File: src/rtl/snax_simbacore_csr_launcher_pkg.sv
// Shared types and constants for the SimbaCore CSR launcher: FSM states,
// status-word bit positions and the packed configuration type.
package snax_simbacore_csr_launcher_pkg;

    localparam int unsigned NumRwCsr = 5;
    localparam int unsigned NumRoCsr = 2;

    localparam int unsigned StatusBusyBit = 0;
    localparam int unsigned StatusPendBit = 1;
    localparam int unsigned StatusSpurBit = 2;
    localparam int unsigned StatusJobLsb  = 16;

    typedef logic [NumRwCsr-1:0][31:0] cfg_t;
    typedef logic [NumRoCsr-1:0][31:0] ro_t;

    typedef enum logic [1:0] {
        IDLE,
        LAUNCH,
        BUSY
    } state_e;

endpackage

File: src/rtl/snax_simbacore_perf_counter.sv
// Saturating 32-bit job cycle counter with clear-to-one, enable and latch.
// Only compiled when SNAX_SIMBACORE_CSR_LAUNCHER_PERF_EN is defined.
`ifdef SNAX_SIMBACORE_CSR_LAUNCHER_PERF_EN
module snax_simbacore_perf_counter (
    input  logic        clk_i,
    input  logic        rst_i,
    input  logic        clear_i,
    input  logic        enable_i,
    input  logic        latch_i,
    output logic [31:0] latched_o
);

    logic [31:0] count_q;

    // Clearing loads 1 so the count already includes the cycle being entered.
    always_ff @(posedge clk_i or posedge rst_i) begin
        if (rst_i) begin
            count_q <= '0;
        end else if (clear_i) begin
            count_q <= 32'd1;
        end else if (enable_i && (count_q != 32'hFFFF_FFFF)) begin
            count_q <= count_q + 32'd1;
        end
    end

    always_ff @(posedge clk_i or posedge rst_i) begin
        if (rst_i) begin
            latched_o <= '0;
        end else if (latch_i) begin
            latched_o <= count_q;
        end
    end

endmodule
`endif

File: src/rtl/snax_simbacore_csr_launcher.sv
// Buffers one CSR configuration and launches it into the SimbaCore datapath.
// Define SNAX_SIMBACORE_CSR_LAUNCHER_PERF_EN to report per-job cycle counts.
module snax_simbacore_csr_launcher
    import snax_simbacore_csr_launcher_pkg::*;
(
    input  logic                        clk_i,
    input  logic                        rst_i,
    input  logic [NumRwCsr-1:0][31:0]   csr_reg_rw_set_i,
    input  logic                        csr_reg_set_valid_i,
    output logic                        csr_reg_set_ready_o,
    output logic [NumRoCsr-1:0][31:0]   csr_reg_ro_set_o,
    output logic [NumRwCsr-1:0][31:0]   core_cfg_o,
    output logic                        core_start_valid_o,
    input  logic                        core_start_ready_i,
    input  logic                        core_done_i
);

    state_e      state_q, state_d;
    cfg_t        pend_q, act_q;
    logic        pend_vld_q;
    logic        spurious_q;
    logic [15:0] job_cnt_q;
    logic        accept;
    logic        load_act;
    logic        job_done;
    logic [31:0] status_word;
    logic [31:0] perf_word;

    assign csr_reg_set_ready_o = ~pend_vld_q;
    assign accept              = csr_reg_set_valid_i & ~pend_vld_q;
    assign job_done            = (state_q == BUSY) & core_done_i;
    assign core_cfg_o          = act_q;

    always_ff @(posedge clk_i or posedge rst_i) begin
        if (rst_i) begin
            state_q <= IDLE;
        end else begin
            state_q <= state_d;
        end
    end

    always_comb begin
        state_d            = state_q;
        load_act           = 1'b0;
        core_start_valid_o = 1'b0;
        case (state_q)
            IDLE: begin
                if (pend_vld_q) begin
                    load_act = 1'b1;
                    state_d  = LAUNCH;
                end
            end
            LAUNCH: begin
                core_start_valid_o = 1'b1;
                if (core_start_ready_i) begin
                    state_d = BUSY;
                end
            end
            BUSY: begin
                // A waiting config launches on the done edge with no idle gap.
                if (core_done_i) begin
                    if (pend_vld_q) begin
                        load_act = 1'b1;
                        state_d  = LAUNCH;
                    end else begin
                        state_d = IDLE;
                    end
                end
            end
            default: state_d = IDLE;
        endcase
    end

    always_ff @(posedge clk_i or posedge rst_i) begin
        if (rst_i) begin
            pend_q     <= '0;
            pend_vld_q <= 1'b0;
            act_q      <= '0;
            job_cnt_q  <= '0;
            spurious_q <= 1'b0;
        end else begin
            if (accept) begin
                pend_q     <= csr_reg_rw_set_i;
                pend_vld_q <= 1'b1;
            end else if (load_act) begin
                pend_vld_q <= 1'b0;
            end
            if (load_act) begin
                act_q <= pend_q;
            end
            if (job_done) begin
                job_cnt_q <= job_cnt_q + 16'd1;
            end
            if (core_done_i && (state_q != BUSY)) begin
                spurious_q <= 1'b1;
            end
        end
    end

    always_comb begin
        status_word                          = '0;
        status_word[StatusBusyBit]           = (state_q != IDLE);
        status_word[StatusPendBit]           = pend_vld_q;
        status_word[StatusSpurBit]           = spurious_q;
        status_word[StatusJobLsb +: 16]      = job_cnt_q;
    end

`ifdef SNAX_SIMBACORE_CSR_LAUNCHER_PERF_EN
    snax_simbacore_perf_counter i_perf_counter (
        .clk_i     (clk_i),
        .rst_i     (rst_i),
        .clear_i   (load_act),
        .enable_i  (state_q != IDLE),
        .latch_i   (job_done),
        .latched_o (perf_word)
    );
`else
    assign perf_word = '0;
`endif

    assign csr_reg_ro_set_o = {perf_word, status_word};

endmodule

File: config.mk
export PLATFORM = sky130hd
export DESIGN_NAME = snax_simbacore_csr_launcher
export DESIGN_NICKNAME = d
export VERILOG_FILES = /design/src/rtl/snax_simbacore_csr_launcher_pkg.sv /design/src/rtl/snax_simbacore_perf_counter.sv /design/src/rtl/snax_simbacore_csr_launcher.sv
export SDC_FILE = /design/constraint.sdc
export NUM_CORES = 1
export LEC_CHECK = 0
export ABC_AREA = 1
export CORE_MARGIN = 8
export CORE_UTILIZATION = 48
export CTS_BUF_LIST = sky130_fd_sc_hd__clkbuf_16
export DETAILED_ROUTE_END_ITERATION = 10
export GPL_ROUTABILITY_DRIVEN = 0
export PLACE_DENSITY = 0.79
export SETUP_SLACK_MARGIN = 0.15
export SLEW_MARGIN = 20
export SYNTH_ARGS = -nofsm -noshare
export SYNTH_HDL_FRONTEND = slang
export SYNTH_SLANG_ARGS = --single-unit
File: constraint.sdc
create_clock -name clk_i -period 16.9 [get_ports clk_i]
set_input_delay 3.38 -clock clk_i [delete_from_list [all_inputs] [get_ports clk_i]]
set_output_delay 3.38 -clock clk_i [all_outputs]
set_load 0.01 [all_outputs]
==> results, run 1 <==
- The flow ran to the end, and the final reports show no timing, DRC or antenna violations.
- Setup repair after global routing left no endpoint under its margin.
- The final antenna-violating net count is 0.
- The number of cells after detailed placement is ~2k.
- The final max-slew violation count came to 0.
- The total die area is ~33000 µm².
- In this run the mean area of a mapped cell was 10.2 µm².
- Counting both buffers and inverters, the worst setup path holds a total of 4.
- The total of warnings raised by yosys is 0.
- The synthesized design devotes to its leading area cell type between 60% and 70% of total area.
- The total core area is ~28000 µm².
- The root cell of the clock tree is clkbuf_16.
- For this design, the slowest cell found on the critical path is buf_4.
- The sequential-to-total area share from yosys stat is 63.8%.
- The share of the clock period used by the worst path is 35.3%.
- Summed over all nets, wire length on met2 after detailed routing comes to 16500 µm.
- For the worst-skew pair, the clock arrives at the later sink with an insertion delay of 0.51 ns.
- The number of hold violations in the final report is 0.
- The finished layout holds ~2k standard cells, fillers aside.
- The pre-antenna-repair detailed-routing pass consisted of 5 iterations.
- The total power is approximately 0.0035 W.
- After floorplanning, the core was divided into a little over 60 placement rows.
- The top cell types in the final layout, fill and taps aside, are clkdlybuf4s50_1, dfrtp_1, nand2_1.
- The total of max-cap violations is 0.
- The predominant post-synthesis flop cell is dfrtp_1.
- For this run, the post-layout net count is between 1.5k and 2k.
- For this design, the CTS-stage hold fixing added 0 buffers.
- Summed over all cells, the static leakage comes to 8.54 nW.
- After detailed routing, the number of vias per cell comes to 4.78.
- The initial antenna violation count is 7.
- The post-detailed-route DRC marker count is 0.
- The die is approximately 180 µm wide.
- Signal routing reaches up to met5.
- The area of the mapped netlist is 13300 µm².
- The area growth from synthesis to layout is 33.5%.
- Wires add up to ~33000 µm.
- The number of top-level design ports is 391.
- The critical path arrival is between 6 and 7 ns.
- The number of design-rule violations left by the first detailed-router iteration is between 400 and 500.
- Detailed routing inserted a total of a little under 10k vias.
- In the final routed layout, each cell accounts on average for around 16 µm.
- In this run, synthesis inferred 0 flip-flops with an integrated enable.
- CTS built an H-tree with a depth of 2.
- The post-route netlist has roughly 7% of its cells at a drive strength greater than 1.
- The number of flip-flops and latches in the synthesized netlist is 340.
- For this design the total switching power over the nets is between 0.001 and 0.0015 W.
- The first-pass GRT wire length is between 50000 and 60000 µm.
- The clock passes through at most 3 buffers.
- The critical path data required time is 17.31 ns.
- Once the floorplan was initialized, standard cells occupied around half of the core.
- The wire-length estimate of the detail-placed layout is about 23000 µm.
- The total power divided by cell area is 196 nW/µm².
- The filler cells instantiated in the layout total approximately 2.2k.
- Synthesis handed over a netlist of 1305 instances.
- The path class of the tightest hold or removal check is register to register.
- The clock edge transition at the registers on the reported setup and hold paths is about 0.060 ns.
- The cell type with the largest total area after synthesis is dfrtp_1.
- The clock network power share is 22.0%.
- The switching share of power is 34.3%.
- Global routing used 19.3% of the available tracks.
- By area the synthesized netlist is led by dfrtp_1, nand2_1, a21oi_1, mux2_2, inv_1.
- In this run the worst path has a maximum fanout of 97.
- Between clock sinks in the finished design, the worst skew comes to about 0.016 ns.
- The netlist uses 30 different library cells.
- TritonCTS built the clock tree.
- Traced cell by cell, the critical path runs through clkdlybuf4s50_1, inv_2, nand2_2, nand3_4, buf_4, inv_2, o21ai_0.
- The part of the power in combinational logic is a little under two fifths.
- Across the VDD grid, the largest voltage drop is around 0.13 mV.
- The kind of cell with the highest combined delay along the critical path is buffers and inverters.
- The share of total power dissipated in sequential elements is between 40% and 50%.
- The internal portion of total power is approximately 0.0023 W.
- The highest cell delay on the worst timing path is 0.86 ns.
- In this run the post-CTS setup repair buffer count came out at 0.
- The clock sink count is 340.
- The async set or reset register ratio after synthesis is 100%.
- The type of origin of the critical path is an input port.
- The residual overflow from global routing is 0.
- Setup total negative slack on the finished layout was measured at 0 ns.
- The number of global-route vias before repair is around 10k.
- The die extent in y is ~180 µm.
- The most common cell type on the critical path is inv_2.
- The maximum clock frequency is about 0.17 GHz.
- The kind of end point of the critical path is a register.
- The number of cells upsized or downsized after cts is 0.
- Summed over all nets, wire length on met3 after detailed routing comes to 2930 µm.
- Input and output buffers added on the ports amount to around 350.
- Setup violations remaining at the end of the flow were counted as 0.
- The total CTS buffers is 36.
- Headroom to the max-slew limit came out at 33.5%.
- Entering global routing, the biggest net connects between 100 and 150 pins.
- The most frequent standard cell in the layout excluding fill and tap cells is clkdlybuf4s50_1.
- The post-layout minimum cycle time is roughly 6.0 ns.
- The transition time of the tightest slew-check pin is between 0.9 and 1 ns.
- The critical path is of the input port to register type.
- The length of routed wiring on met1 is 12500 µm.
-- power groups by stage --
stage                     combinational [W]  clock, W  sequential [W]
after floorplan                    0.000702         0         0.00147
after global placement              0.00130         0         0.00139
after detailed placement            0.00135         0         0.00141
after CTS                           0.00136  0.000787         0.00140
after global routing                0.00148  0.000820         0.00144
final                               0.00133  0.000768         0.00140
-- final cells by class --
class	instances	area (µm²)	share of cell area, %
inverter	131	499	2.80
clock buffer	37	926	5.20
sequential	340	8510	47.8
antenna	2	5.00	0.0281
clock inverter	26	223	1.25
multi-input combinational	767	3670	20.6
tap	378	473	2.65
timing repair buffer	352	3510	19.7
-- flip-flops by register name (all words and copies together), names as in the netlist --
register / count
spurious_q: 1
pend_vld_q: 1
pend_q: 160
state_q: 2
job_cnt_q: 16
core_cfg_o: 160
-- Yosys cell counts (3+ instances only) --
master	count
buf_2	30
nand2_1	279
buf_4	51
a21oi_1	117
xnor2_1	4
o21ai_0	42
mux2_2	45
buf_6	24
xor2_1	4
inv_1	129
nand4_1	5
nor2_1	126
clkbuf_1	4
dfrtp_1	340
o21ai_1	76
nand3b_1	3
nand3_1	6
-- metrics by stage --
| stage | util (%) | hold slack, ns | area (µm²) | setup slack [ns] |
|---|---|---|---|---|
| floorplan | - | 0.436 | 13500 | 4.10 |
| global placement | 60.5 | 0.442 | 16700 | 10.41 |
| detailed placement | 60.5 | 0.455 | 16700 | 10.33 |
| CTS | 64.6 | 0.464 | 17800 | 10.86 |
| global route | 64.7 | 0.487 | 17800 | 10.60 |
| finish | 64.7 | 0.458 | 17800 | 10.93 |
-- path summary, 6_finish.rpt --
kind	end	slack, ns	cells past startpoint	from
min	core_cfg_o[17]$_DFFE_PP0P_	0.46	2	pend_q[17]$_DFFE_PP0P_
max	pend_vld_q$_DFFE_PP0P_	10.93	7	core_done_i
max reg2reg	pend_q[65]$_DFFE_PP0P_	13.62	5	pend_vld_q$_DFFE_PP0P_
min in group asynchronous	pend_q[75]$_DFFE_PP0P_	3.39	2	rst_i
max in group asynchronous	job_cnt_q[12]$_DFFE_PP0P_	11.39	4	rst_i
min reg2reg	core_cfg_o[17]$_DFFE_PP0P_	0.46	2	pend_q[17]$_DFFE_PP0P_
-- metal layers --
layer	global-route usage (%)	up-vias
met2	33.0	297
li1	-	4667
met1	22.0	4662
met4	6.92	10
met5	0	-
met3	6.82	72
-- tightest hold or removal path: stages, from the launching register on --
cell and delay, ns:
dfrtp_1 0.33, nand2_1 0.05, nand2_1 0.05
-- cells by family after synthesis --
logic type | share of synthesized area [%]
buffers and inverters | 10.0
adders and majority gates | 0.0938
xor gates and xnor gates | 0.525
other | 0.0281
muxes | 3.80
and+or+nand+nor | 12.8
AOI/OAI and AO/OA | 8.98
DFF | 63.8
Note: power is estimated with default switching activity, not from simulation.
==> run 2, diff against run 1 <==
- CORE_UTILIZATION: 48 -> 43
- PLACE_DENSITY: 0.79 -> 0.75
- clock period: 16.9 -> 5.2 ns (I/O delays scaled with it)
==> results, run 2 (same netlist as run 1, synthesis figures left out) <==
- The total of max-cap violations came to 0 (unchanged).
- The kind of critical path is input port to register.
- The setup skew after layout is 0.0179 ns (+0.00231 ns).
- The clock sink count is 340 (unchanged).
- The placed wire-length estimate is 22400 µm (-2.5%).
- The share of layout cells above drive strength 1 was 6.65% (-0.19 points).
- The static power due to leakage is 8.57 nW (+0.42%).
- The combined area of the multi-input logic cells is 3670 µm² (unchanged).
- The number of rows in the core area is 64 (+4.9%).
- The number of detailed-route iterations in the first pass came to 4 (-1).
- Leaving out fill and tap cells, the most frequent cell in the layout is clkdlybuf4s50_1.
- The die width is 192 µm (+5.2%).
- The TritonCTS clock tree is done.
- STA classifies the critical path startpoint as an input port.
- The largest individual stage delay along the critical path comes from the cell inv_2.
- The reg2reg setup slack is 2.78 ns (-10.84 ns).
- The maximum clock frequency is roughly 0.34 GHz.
- The maximum vdd drop is 0.602 mV (+350%).
- The final max-slew violation count is 0 (unchanged).
- The number of hold violations in the final report is 0 (unchanged).
- The number of design-rule violations left by the first detailed-router iteration was 497 (+9.2%).
- The maximum buffer depth of the clock tree was 3 (unchanged).
- The count of fill cells added during filler insertion is 2520 (+16%).
- The number of cells traversed by the worst register-to-register path came to 5 (unchanged).
- The core utilization of the finished layout is 58.5% (-6.2 points).
- The most common cell type on the critical path is inv_2.
- The total CTS buffers came to 38 (+5.6%).
- The post-CTS setup buffer count is 0 (unchanged).
- The number of buffer cells added on primary ports is 345 (unchanged).
- The die extent in y is 192 µm (+5.2%).
- The area of all sequential standard cells is 8510 µm² (unchanged).
- The average wire per standard cell was 16.1 µm (-1.1%).
- The final antenna-violating net count is 0 (unchanged).
- The critical path data required time is 5.53 ns (-11.78 ns).
- The hold-critical path depth was 2 (unchanged).
- The number of failing setup endpoints in the final timing report came to 0 (unchanged).
- The number of buffers and inverters on the critical path is 3 (-1).
- The number of cells upsized or downsized after cts was 0 (unchanged).
- The total power divided by cell area is 633 nW/µm² (+220%).
- From synthesis to final layout, the design area changed by 34.1%.
- The post-detailed-route via-to-cell ratio came to 4.63 (-3.1%).
- The kind of end point of the critical path is a register.
- The transition time of the tightest slew-check pin is 0.964 ns (-0.0335 ns).
- The total core area is 30600 µm² (+11%).
- The setup slack after placement is 1.71 ns (-8.62 ns).
- The layout net count is 1796 (+0.11%).
- The detailed-route wire length is 33000 µm (about the same).
- The run finished with clean final reports.
- The number of global-route vias before repair is 9623 (-4.3%).
- The family of cells with the greatest summed delay on the critical path is buffers and inverters.
- The total die area is 36900 µm² (+11%).
- The startpoint identified for the worst register-to-register timing path is pend_vld_q$_DFFE_PP0P_.
- The critical path arrival came to 3.29 ns (-3.09 ns).
- The highest cell delay on the worst timing path came to 0.83 ns (-0.03 ns).
- The setup slack of the critical path after layout is 2.25 ns (-8.68 ns).
- The initial antenna violation count is 3 (-4).
- The startpoint identified for the worst hold timing path is pend_q[7]$_DFFE_PP0P_.
- The number of hold-repair buffers added at the cts stage is 0 (unchanged).
- The post-detailed-route DRC marker count was 0 (unchanged).
- The root cell of the clock tree is clkbuf_16.
- In the layout the commonest cells are clkdlybuf4s50_1, dfrtp_1, nand2_1.
- The worst-skew pair later-pin latency was 0.51 ns (about the same).
- The initial core utilization is 43.6% (-4.8 points).
- The first-pass GRT wire length was 51500 µm (-1.2%).
- The global-route total usage across every layer came to 17.2% (-2.0 points).
- The largest driver fanout on the critical path was 46 (-53%).
- The share of the clock period used by the worst path is a little under three fifths.
- The clock edge transition at the registers on the reported setup and hold paths is 0.06 ns (about the same).
- The capturing point of the worst reg2reg path is pend_q[122]$_DFFE_PP0P_.
- The launching instance or port of the critical path is core_done_i.
- The critical path goes through clkdlybuf4s50_1, inv_2, nand2_2, nand3_4, inv_2, o21ai_0.
- Counting I/O delays and the setup requirement, the final critical path takes 2.95 ns.
- The worst hold-check path type is register to register.
- The number of top-level design ports is 391 (unchanged).
- The hold path endpoint is core_cfg_o[7]$_DFFE_PP0P_.
- Setup repair after global routing left no endpoint under its margin.
- The maximum number of pins on one net before global-route repair is 196 (+78%).
- The routed via count came to 9506 (-2.1%).
- The number of levels in the clock H-tree came to 2 (unchanged).
- The residual overflow from global routing is 0 (unchanged).
- The remaining max-slew budget at the tightest pin is 35.7% (+2.2 points).
-- run 2: cell count changes in the layout (fill, tap and decap cells not counted), sizes merged --
cell    delta
inv        +3
bufinv     -2
clkbuf     +2
clkinv     -1
diode      +1
-- run 2: how the worst max path moves through the flow --
stage | endpoint | cells after the start | slack [ns]
floorplan | core_cfg_o[0]$_DFFE_PP0P_ | 1 | -0.39
global placement | pend_vld_q$_DFFE_PP0P_ | 6 | 1.80
detailed placement | pend_vld_q$_DFFE_PP0P_ | 6 | 1.71
CTS | pend_vld_q$_DFFE_PP0P_ | 6 | 2.26
global route | pend_vld_q$_DFFE_PP0P_ | 6 | 2.04
finish | pend_vld_q$_DFFE_PP0P_ | 6 | 2.25
-- run 2: layout make-up --
cell class / instances / share of cell area, %
multi-input combinational: 767 / 20.5
timing repair buffer: 352 / 20.0
sequential: 340 / 47.5
clock buffer: 39 / 5.45
antenna: 3 / 0.0420
clock inverter: 26 / 0.916
inverter: 131 / 2.77
tap: 396 / 2.77
-- run 2: stage by stage --
step                area, µm²  setup TNS [ns]  cells  power, W  hold WS, ns
floorplan               13500         -131.42   1349   0.00705        0.436
global placement        16700               0   1985   0.00879        0.442
detailed placement      16700               0   1985   0.00897        0.448
CTS                     17900               0   2050    0.0115        0.464
global route            17900               0   2052    0.0121        0.479
finish                  17900               0   2054    0.0113        0.463
-- run 2: worst reg2reg max path, cell delays in order (launching register included) --
cell     delay (ns)
dfrtp_1        0.57
inv_1          0.22
nand2_8        0.69
buf_12         0.58
nor2_1         0.15
a21oi_1        0.13
-- run 2: report_power, final --
part	leakage (nW)	internal (W)	switching [W]
clock network	0.612	0.00145	0.00100
logic	4.01	0.00205	0.00229
registers	3.95	0.00394	0.000600
total	8.57	0.00744	0.00389
-- run 2: layer usage --
metal	part of all wire [%]	vias to the layer above	GRT usage, %	wire (µm)
li1	-	4651	-	-
met4	2.8	4	6.20	938
met5	0.076	-	0	25
met1	40	4512	21.5	13200
met3	8.9	59	5.85	2930
met2	48	280	27.6	15900
